## config.mk

```make
export PLATFORM = sky130hd
export DESIGN_NAME = countnox_scheduler
export DESIGN_NICKNAME = d
export VERILOG_FILES = /design/src/rtl/countnox_pkg.sv /design/src/rtl/countnox_scheduler_rr_arbiter.sv /design/src/rtl/countnox_scheduler.sv
export SDC_FILE = /design/constraint.sdc
export NUM_CORES = 1
export LEC_CHECK = 0
export BUFFER_PORTS_ARGS = -buffer_cell sky130_fd_sc_hd__buf_2
export CORE_MARGIN = 10
export CORE_UTILIZATION = 53
export CTS_BUF_LIST = sky130_fd_sc_hd__clkbuf_4 sky130_fd_sc_hd__clkbuf_8
export CTS_CLUSTER_SIZE = 25
export DETAILED_ROUTE_END_ITERATION = 16
export GPL_TIMING_DRIVEN = 0
export MAX_ROUTING_LAYER = met4
export PLACE_DENSITY = 0.89
export SLEW_MARGIN = 20
export SYNTH_ARGS = -nofsm -noshare
export SYNTH_HDL_FRONTEND = slang
export SYNTH_HIERARCHICAL = 1
export SYNTH_SLANG_ARGS = --single-unit
```

## constraint.sdc

```tcl
create_clock -name clk -period 2.97 [get_ports clk]
set_input_delay 0.1485 -clock clk [delete_from_list [all_inputs] [get_ports clk]]
set_output_delay 0.1485 -clock clk [all_outputs]
set_load 0.01 [all_outputs]
```

## src/rtl/countnox_pkg.sv

```systemverilog
// Shared definitions for the countnox scheduler: state encoding, defaults and a
// constant-width helper used to size pointers and the watchdog.
package countnox_pkg;

  localparam int DEF_DATA_W = 8;
  localparam int DEF_CNT_W  = 4;

  typedef enum logic [2:0] {
    S_IDLE  = 3'd0,
    S_LOAD  = 3'd1,
    S_START = 3'd2,
    S_WAIT  = 3'd3,
    S_RESP  = 3'd4
  } state_t;

  function automatic int clog2(input int value);
    int res;
    res = 0;
    while ((1 << res) < value) res++;
    return res;
  endfunction

endpackage

```

## src/rtl/countnox_scheduler_rr_arbiter.sv

```systemverilog
// Round-robin grant search: first requester above the pointer, wrapping around.
// Purely combinational; the pointer itself lives in the scheduler.
module rr_arbiter
  import countnox_pkg::*;
#(
  parameter int N_REQ = 4,
  parameter int IDX_W = (N_REQ > 1) ? clog2(N_REQ) : 1
) (
  input  logic [N_REQ-1:0] i_req,
  input  logic [IDX_W-1:0] i_rr_ptr,
  output logic [IDX_W-1:0] o_grant_idx,
  output logic             o_grant_valid
);

  logic [IDX_W-1:0] w_cand;

  // Offsets 1..N_REQ so the previous winner is considered last.
  always_comb begin
    o_grant_idx   = '0;
    o_grant_valid = 1'b0;
    w_cand        = '0;
    for (int i = 1; i <= N_REQ; i++) begin
      w_cand = IDX_W'((int'(i_rr_ptr) + i) % N_REQ);
      if (!o_grant_valid && i_req[w_cand]) begin
        o_grant_valid = 1'b1;
        o_grant_idx   = w_cand;
      end
    end
  end

endmodule

```

## src/rtl/countnox_scheduler.sv

```systemverilog
// Shares one bit-counting datapath among N_REQ clients: round-robin grant,
// load/go sequencing, wait for done under a watchdog, then respond and ack.
module countnox_scheduler
  import countnox_pkg::*;
#(
  parameter int N_REQ   = 4,
  parameter int DATA_W  = DEF_DATA_W,
  parameter int CNT_W   = DEF_CNT_W,
  parameter int TIMEOUT = 20
) (
  input  logic                    clk,
  input  logic                    reset,
  input  logic [N_REQ-1:0]        req,
  input  logic [N_REQ*DATA_W-1:0] req_data,
  output logic [N_REQ-1:0]        ack,
  output logic                    rsp_valid,
  output logic [2:0]              rsp_id,
  output logic [CNT_W-1:0]        rsp_count,
  output logic                    rsp_err,
  output logic                    busy,
  output logic                    dp_load,
  output logic [DATA_W-1:0]       dp_data,
  output logic                    dp_go,
  input  logic                    dp_done,
  input  logic [CNT_W-1:0]        dp_count
);

  localparam int IDX_W = (N_REQ > 1) ? clog2(N_REQ) : 1;
  localparam int WD_W  = clog2(TIMEOUT) + 1;
  localparam logic [WD_W-1:0]  WD_LAST  = WD_W'(TIMEOUT - 1);
  localparam logic [IDX_W-1:0] PTR_INIT = IDX_W'(N_REQ - 1);

  state_t             r_state;
  state_t             w_next;
  logic [IDX_W-1:0]   r_sel;
  logic [IDX_W-1:0]   r_rr_ptr;
  logic [IDX_W-1:0]   w_grant_idx;
  logic               w_grant_valid;
  logic [WD_W-1:0]    r_wd;
  logic               w_wd_expired;
  logic [DATA_W-1:0]  r_data;
  logic [DATA_W-1:0]  w_operand;
  logic [2:0]         r_rsp_id;
  logic [CNT_W-1:0]   r_rsp_count;
  logic               r_rsp_err;

  rr_arbiter #(
    .N_REQ (N_REQ),
    .IDX_W (IDX_W)
  ) u_arb (
    .i_req         (req),
    .i_rr_ptr      (r_rr_ptr),
    .o_grant_idx   (w_grant_idx),
    .o_grant_valid (w_grant_valid)
  );

  always_comb begin
    w_operand = '0;
    for (int k = 0; k < N_REQ; k++) begin
      if (w_grant_idx == IDX_W'(k)) w_operand = req_data[k*DATA_W +: DATA_W];
    end
  end

  assign w_wd_expired = (r_wd == WD_LAST);

  always_ff @(posedge clk or posedge reset) begin
    if (reset) r_state <= S_IDLE;
    else       r_state <= w_next;
  end

  // Strobes and ack are decoded from state only, never from req or dp_done.
  always_comb begin
    w_next    = S_IDLE;
    dp_load   = 1'b0;
    dp_go     = 1'b0;
    rsp_valid = 1'b0;
    busy      = 1'b1;
    ack       = '0;
    case (r_state)
      S_IDLE: begin
        busy   = 1'b0;
        w_next = w_grant_valid ? S_LOAD : S_IDLE;
      end
      S_LOAD: begin
        dp_load = 1'b1;
        w_next  = S_START;
      end
      S_START: begin
        dp_go  = 1'b1;
        w_next = S_WAIT;
      end
      S_WAIT: begin
        w_next = (dp_done || w_wd_expired) ? S_RESP : S_WAIT;
      end
      S_RESP: begin
        rsp_valid  = 1'b1;
        ack[r_sel] = 1'b1;
        w_next     = S_IDLE;
      end
      default: begin
        busy   = 1'b0;
        w_next = S_IDLE;
      end
    endcase
  end

  always_ff @(posedge clk or posedge reset) begin
    if (reset) begin
      r_sel       <= '0;
      r_rr_ptr    <= PTR_INIT;
      r_wd        <= '0;
      r_data      <= '0;
      r_rsp_id    <= '0;
      r_rsp_count <= '0;
      r_rsp_err   <= 1'b0;
    end else begin
      case (r_state)
        S_IDLE: begin
          if (w_grant_valid) begin
            r_sel  <= w_grant_idx;
            r_data <= w_operand;
          end
        end
        S_START: r_wd <= '0;
        S_WAIT: begin
          // done wins over an expiring watchdog in the same cycle
          if (dp_done) begin
            r_rsp_id    <= 3'(r_sel);
            r_rsp_count <= dp_count;
            r_rsp_err   <= 1'b0;
          end else if (w_wd_expired) begin
            r_rsp_id    <= 3'(r_sel);
            r_rsp_count <= '0;
            r_rsp_err   <= 1'b1;
          end else if (r_wd != '1) begin
            r_wd <= r_wd + WD_W'(1);
          end
        end
        S_RESP: r_rr_ptr <= r_sel;
        default: ;
      endcase
    end
  end

  assign dp_data   = r_data;
  assign rsp_id    = r_rsp_id;
  assign rsp_count = r_rsp_count;
  assign rsp_err   = r_rsp_err;

endmodule

```

# Word-level counts from Yosys, hierarchy flattened

Index checks and enable logic that the tools add are counted.

Flip-flop bits (word level): 29
Memories: 0
Bits in read-only memories: 0
Latch bits: 0
Output and inout port bits: 24
Memory bits (writable): 0
Logic and storage cells: 87
Input bits: 43

Multipliers: 0
$add $sub $neg: 5
Reductions and logical operators: 16
Eq/ne operators: 12
Bitwise gates (word level): 0
Mux-type cells: 40
$lt $le $gt $ge: 6
Shift operators: 0
Divide/modulo/power cells: 0

Operators with widths:

| kind                                                                          | count |
|---|---|
| 8-bit two-way mux                                                             | 4 |
| 6-bit two-way mux                                                             | 3 |
| 1-bit two-way mux                                                             | 16 |
| 2-bit by 3-bit less-than comparator with 1-bit output (second input constant) | 5 |
| 4-bit two-way mux                                                             | 3 |
| 3-bit one-hot mux with 4 select lines                                         | 1 |
| 6-bit one-hot mux with 2 select lines                                         | 1 |
| 3-bit two-way mux                                                             | 3 |
| 1-bit binary-select mux with 2-bit select                                     | 4 |
| 2-bit two-way mux                                                             | 4 |
| 6-bit by 1-bit adder with 6-bit output (second input constant)                | 1 |
| 3-bit by 2-bit == test with 1-bit output (second input constant)              | 2 |
| 6-bit by 5-bit == test with 1-bit output (second input constant)              | 1 |
| 2-bit inequality test (second input constant)                                 | 3 |
| 6-bit inequality test (second input constant)                                 | 1 |
| 2-bit by 1-bit adder with 2-bit output (second input constant)                | 2 |
| 2-bit adder (second input constant)                                           | 2 |
| 2-bit == test (second input constant)                                         | 2 |
| 1-bit logical AND                                                             | 4 |
| 2-bit AND reduction                                                           | 2 |
| 4-bit AND reduction                                                           | 1 |
| 2-bit nonzero test                                                            | 2 |
| 4-bit OR reduction                                                            | 1 |
| 3-bit by 1-bit == test with 1-bit output (second input constant)              | 1 |
| other kinds (8)                                                               | 10 |

# Logic depth before layout (Yosys ltp)

Depth after elaboration: 18
Mapped depth: 6
Mapped depth without buffers: 6

# By module

The synthesis kept the hierarchy.

By module, submodules not included:

| module             | sequential area each (sq um) | times used | area an instance (sq um) | cells each |
|---|---|---|---|---|
| countnox_scheduler | 703.2                        | 1          | 1490.2                   | 119 |
| rr_arbiter         | 0.0                          | 1          | 91.3                     | 14 |

# Worst setup path after synthesis

No wires, ideal clock.

Kind: reg-to-reg
Start point: reg r_rr_ptr[1]
End point: reg r_data[7] (netlist: dp_data[7])
Library setup time: 0.125 ns
Cell stages (with the launch flop): 7
Data required time: 2.845 ns
Clock period less this slack: 2.030 ns
Data arrival time: 1.905 ns
Buffers on the path: 1
Path slack: 0.940 ns
Cell sequence: dfstp_2 > nand2b_1 > a21oi_2 > o221ai_2 > buf_2 > mux4_2 > mux2_2

Cells in the longest elaborated chain, start to end: 18
Elaborated cells between the ends (all ways): 35
Those cells by class: add/sub: 4; eq/ne: 3; mux: 20; reduce/logical: 8

Ends and longest elaborated chain:

| what                                      | RTL line                            | text |
|---|---|---|
| start: declaration                        | countnox_scheduler.sv:36            | `logic [IDX_W-1:0] r_rr_ptr;` |
| start signal: assignment                  | countnox_scheduler.sv:139           | `S_RESP: r_rr_ptr <= r_sel;` |
| 2-bit by 1-bit adder with 2-bit output    | countnox_scheduler_rr_arbiter.sv:23 | `w_cand = IDX_W'((int'(i_rr_ptr) + i) % N_REQ);` |
| 1-bit binary-select mux with 2-bit select | countnox_scheduler_rr_arbiter.sv:24 | `if (!o_grant_valid && i_req[w_cand]) begin` |
| 1-bit two-way mux (not written as such)   | countnox_scheduler_rr_arbiter.sv:24 |  |
| 1-bit two-way mux                         | countnox_scheduler_rr_arbiter.sv:24 |  |
| 1-bit zero test                           | countnox_scheduler_rr_arbiter.sv:24 |  |
| 1-bit logical AND                         | countnox_scheduler_rr_arbiter.sv:24 |  |
| 1-bit two-way mux                         | countnox_scheduler_rr_arbiter.sv:24 |  |
| 1-bit zero test                           | countnox_scheduler_rr_arbiter.sv:24 |  |
| 1-bit logical AND                         | countnox_scheduler_rr_arbiter.sv:24 |  |
| 1-bit two-way mux                         | countnox_scheduler_rr_arbiter.sv:24 |  |
| 1-bit zero test                           | countnox_scheduler_rr_arbiter.sv:24 |  |
| 1-bit logical AND                         | countnox_scheduler_rr_arbiter.sv:24 |  |
| 2-bit two-way mux *                       | countnox_scheduler_rr_arbiter.sv:24 |  |
| via w_grant_idx[0]                        | countnox_scheduler.sv:37            | `logic [IDX_W-1:0] w_grant_idx;` |
| 2-bit zero test                           | countnox_scheduler.sv:60            | `if (w_grant_idx == IDX_W'(k)) w_operand = req_data[k*DATA_W +: DATA_W];` |
| 8-bit two-way mux (3 in a row)            | countnox_scheduler.sv:60            |  |
| 8-bit two-way mux *                       | countnox_scheduler.sv:60            |  |
| end signal: assignment                    | countnox_scheduler.sv:121           | `r_data <= w_operand;` |
| end: declaration                          | countnox_scheduler.sv:41            | `logic [DATA_W-1:0] r_data;` |

The timed path passes the listed nets; every way through them passes the cells marked *. The select of a mux whose other input is x is not followed.
A chain may end at the register's enable or synchronous reset.

# Worst setup path after layout

Start point: reg r_rr_ptr[1]
End point: reg r_data[0] (netlist: dp_data[0])

Same word-level chain as after synthesis.

==> impl.org <==
** Critical path
- Reg-to-reg critical path startpoint :: r_rr_ptr[1]
- Category of the worst setup path launch point :: register
- CP Cell Sequence :: nand2b_1, a21oi_2, o221ai_2, buf_2, mux4_2, mux2_2
- The largest single stage delay on the critical path is 0.62 ns.
- The most critical setup path has its startpoint at r_rr_ptr[1].
- STA classifies the critical path endpoint as a register.
- The setup path with the least slack is of type register to register.
- Setup slack on the worst reg-to-reg path comes out at 0.72 ns.
- Critical Path AT :: 2.49 ns
- Largest fanout on the critical path :: 9
- Number of buffer and inverter stages on the critical path :: 1
- On the critical path, the stage with the largest delay is an instance of sky130_fd_sc_hd__dfstp_2.
- Delay-heaviest family, CP :: multiplexers
- At the worst endpoint, the required time is 3.21 ns.

** Timing
- Unrepaired setup endpoints after global routing :: no
- The final number of max-transition violations came to 0.
- Setup violations remaining at the end of the flow were counted as 0.
- For this run, the top clock speed supported by timing is 445 MHz.
- At the pin with the least slew margin, the transition time is 0.982 ns.
- In this run the tightest slew margin relative to its limit is 34.1%.
- Between clock sinks in the finished design, the worst skew comes to 0.0120 ns.
- In the final timing run, aggregate negative setup slack is 0 ns.
- The final number of hold-violating endpoints came to 0.
- Portion of the clock cycle consumed by the worst path in the final layout :: 75.6%
- Minimum period implied by the final worst setup slack :: 2.25 ns

** CTS
- # Post-CTS Setup Buffers :: 0
- TritonCTS built the clock tree.
- For this design, the sink count on the clock tree is 28.
- Post-CTS Resized :: 0
- CTS root buf :: sky130_fd_sc_hd__clkbuf_4
- CTS built an H-tree with a depth of 1.
- Counting along the longest clock path gives a buffer depth of 2.
- Clock-pin slew was measured on the worst setup and hold paths at 0.16 ns.
- Insertion delay to the later sink of the worst-skew pair :: 0.33 ns
- In this run, CTS created clock tree buffers numbering 3.

** Global routing
- Number of antenna violations at the first check in global routing :: 0
- For this run the aggregate overflow at the end of global routing stands at 0.
- Global routing used 17.0% of the available tracks across all layers.
- The via count of the first global-routing pass came to 1,455.
- The first global-routing pass estimated 6970 µm of wire.
- Pin count of the biggest net entering global routing :: 29

** Final layout
- Registers take 703 µm².
- Fillers :: 205
- Layout cell share with drive strength beyond 1 :: 52.2%
- Post-layout net count :: 248
- Summing all multi-input logic gate instances after layout gives 826 µm².
- Antenna diode count :: 0
- Layout-stage area growth over the synthesis result :: 25.9%
- Once layout is complete, the cells apart from fillers number 234.

** Synthesis
- Part of the Yosys area used for sequential elements :: 44.5%
- Synthesis warning total :: 6
- Number of standard cells after synthesis :: 133
- Counting distinct cell types in the post-synthesis netlist gives 41.
- Count of state elements after synthesis :: 28
- In the synthesized netlist the dominant register cell turns out to be sky130_fd_sc_hd__dfrtp_1.
- Mean instance size in the synthesized netlist :: 11.9 µm²
- Post-synth net total :: 177
- The cell area that synthesis handed to floorplanning was 1580 µm².
- The synthesized design contains 0 enable-type register cells.
- Fraction of registers with async set/reset :: 100%

** Detailed routing
- Vias per cell :: 5.68
- The first detailed-routing pass took 4 iterations.
- Initial detailed-routing violation count :: 77
- Sum of routed wire length over all layers :: 4320 µm
- After detailed routing, the average wire length per cell comes to 18.5 µm.
- Remaining antenna violation count :: 0
- Via count :: 1,328
- Number of remaining DRC errors :: 0

** Placement
- At the end of routability-driven placement, the weighted congestion stood at 0.908.
- HPWL after detailed placement :: 3520 µm
- Once placement completed, the tool counted placed cells totaling 229.
- During placement, the flow inserted port buffers numbering 65.

** Outcome
- The flow ran to the end, and the final reports show no timing, DRC or antenna violations.

** Power and ir drop
- Pwr Density :: 917 nW/µm²
- Peak supply drop :: 0.526 mV
- For this design the static power due to leakage is 0.960 nW.

** Min path
- In this run the most critical hold path is launched from dp_count[0].
- The tightest min-delay check is of the primary input to register type.

** Die
- During I/O placement, the number of pins put on the boundary was 67.
- From bottom edge to top edge, the die measures 74.6 µm.
- In this run the standard cell core region covers 2810 µm².
- Number of standard-cell rows in the floorplan :: 19
- For this configuration, the core starts out at a cell density of 56.4%.
- Die Area :: 5570 µm²
- Measured along the x axis, the die boundary spans 74.6 µm.

** Job
- Number of maximum-capacitance violations :: 0
-- final cells by class --
class | count | share of cell area [%]
buffer | 5 | 1.32
clock buffer | 4 | 1.82
inverter | 7 | 1.32
multi-input combinational | 93 | 41.5
sequential | 28 | 35.3
tap | 31 | 1.95
timing repair buffer | 66 | 16.8
-- stage by stage --
step           hold WS [ns]  power [mW]  util (%)  setup WS (ns)  cell area, µm²
6_report             0.0208        1.83      71.0          0.724            1990
5_1_grt              0.0135        1.97      71.0          0.644            1990
4_1_cts              0.0166        1.84      70.7          0.715            1980
3_5_place_dp          0.375        1.65      69.4          0.735            1950
3_3_place_gp          0.367        1.59      69.4          0.854            1950
2_1_floorplan         0.212        1.34         -          0.940            1580
-- cell usage in the layout, fill, tap and decap left out, types with 2 or more instances in the layout --
cell type,netlist,routed
sky130_fd_sc_hd__nand3_1,3,3
sky130_fd_sc_hd__mux4_2,8,8
sky130_fd_sc_hd__clkbuf_4,0,3
sky130_fd_sc_hd__a2111oi_0,2,2
sky130_fd_sc_hd__dfrtp_1,26,26
sky130_fd_sc_hd__nand3b_1,2,2
sky130_fd_sc_hd__o21ai_0,4,4
sky130_fd_sc_hd__buf_2,3,68
sky130_fd_sc_hd__nor3_1,2,2
sky130_fd_sc_hd__a21oi_1,6,6
sky130_fd_sc_hd__a22o_1,4,4
sky130_fd_sc_hd__a21o_1,2,2
sky130_fd_sc_hd__dfstp_2,2,2
sky130_fd_sc_hd__o31ai_1,3,3
sky130_fd_sc_hd__nand2b_1,6,6
sky130_fd_sc_hd__inv_1,7,6
sky130_fd_sc_hd__nand2_1,8,8
sky130_fd_sc_hd__mux2_2,13,13
sky130_fd_sc_hd__nor2_1,9,9
-- kinds of logic (layout without fill, tap and decap cells) --
logic type | count (synthesis) | count (layout) | synth area share [%]
XOR/XNOR | 1 | 1 | 0.554
other | 1 | 1 | 0.237
flip-flops | 28 | 28 | 44.5
buffers and inverters | 12 | 82 | 3.32
adder cells (fa/ha/maj) | 1 | 1 | 0.791
AND/OR/NAND/NOR | 38 | 38 | 13.4
AO/OA/AOI/OAI | 29 | 29 | 15.0
multiplexers | 23 | 23 | 22.2
-- synth_stat cells (all sizes together), types with 2 or more instances --
master | instances | area (µm²)
dfrtp | 26 | 651
mux2 | 14 | 161
nor2 | 11 | 51.3
a21oi | 8 | 55.1
mux4 | 8 | 180
nand2 | 8 | 30.0
inv | 7 | 26.3
nand2b | 6 | 37.5
o21ai | 5 | 36.3
a22o | 4 | 35.0
buf | 4 | 22.5
nand3 | 3 | 15.0
o31ai | 3 | 22.5
a2111oi | 2 | 17.5
a21o | 2 | 15.0
dfstp | 2 | 52.6
nand3b | 2 | 15.0
nor3 | 2 | 10.0
-- metal layers --
layer	vias up	track usage (%)	share of wire, %
met5	-	-	0
met4	0	6.72	2.0
met3	10	3.29	5.6
met2	48	30.6	55
met1	637	17.8	37
li1	633	-	-
-- final timing paths --
path / depth (start not counted) / endpoint
worst max register to register: 6 / dp_data[0]
worst min-delay path: 2 / rsp_count[0]
worst max-delay path: 6 / dp_data[0]
worst min register to register: 2 / r_rr_ptr[0]
min in group asynchronous: 3 / rsp_id[0]
max in group asynchronous: 3 / r_wd[1]
-- worst register-to-register path, cell delays in order (launching register included) --
cell,delay (ns)
sky130_fd_sc_hd__dfstp_2,0.62
sky130_fd_sc_hd__nand2b_1,0.14
sky130_fd_sc_hd__a21oi_2,0.06
sky130_fd_sc_hd__o221ai_2,0.16
sky130_fd_sc_hd__buf_2,0.32
sky130_fd_sc_hd__mux4_2,0.56
sky130_fd_sc_hd__mux2_2,0.29
-- where the power goes --
| group | leakage (nW) | internal (mW) | total, mW | switching [mW] |
|---|---|---|---|---|
| Combinational | 0.598 | 0.471 | 0.942 | 0.471 |
| Clock | 0.0210 | 0.0751 | 0.189 | 0.114 |
| Sequential | 0.342 | 0.558 | 0.695 | 0.137 |
-- registers in the layout, indices dropped and copies added (netlist names) --
name,cells
rsp_count,4
r_wd,6
rsp_err,1
r_sel,2
dp_data,8
r_rr_ptr,2
rsp_id,2
r_state,3
-- timing repair --
item / CTS / global route
hold buffers: 0 / 1
hold endpoints to repair: 0 / 26
endpoints found under the setup margin: 0 / 0
Power figures use the tool's default switching activity.
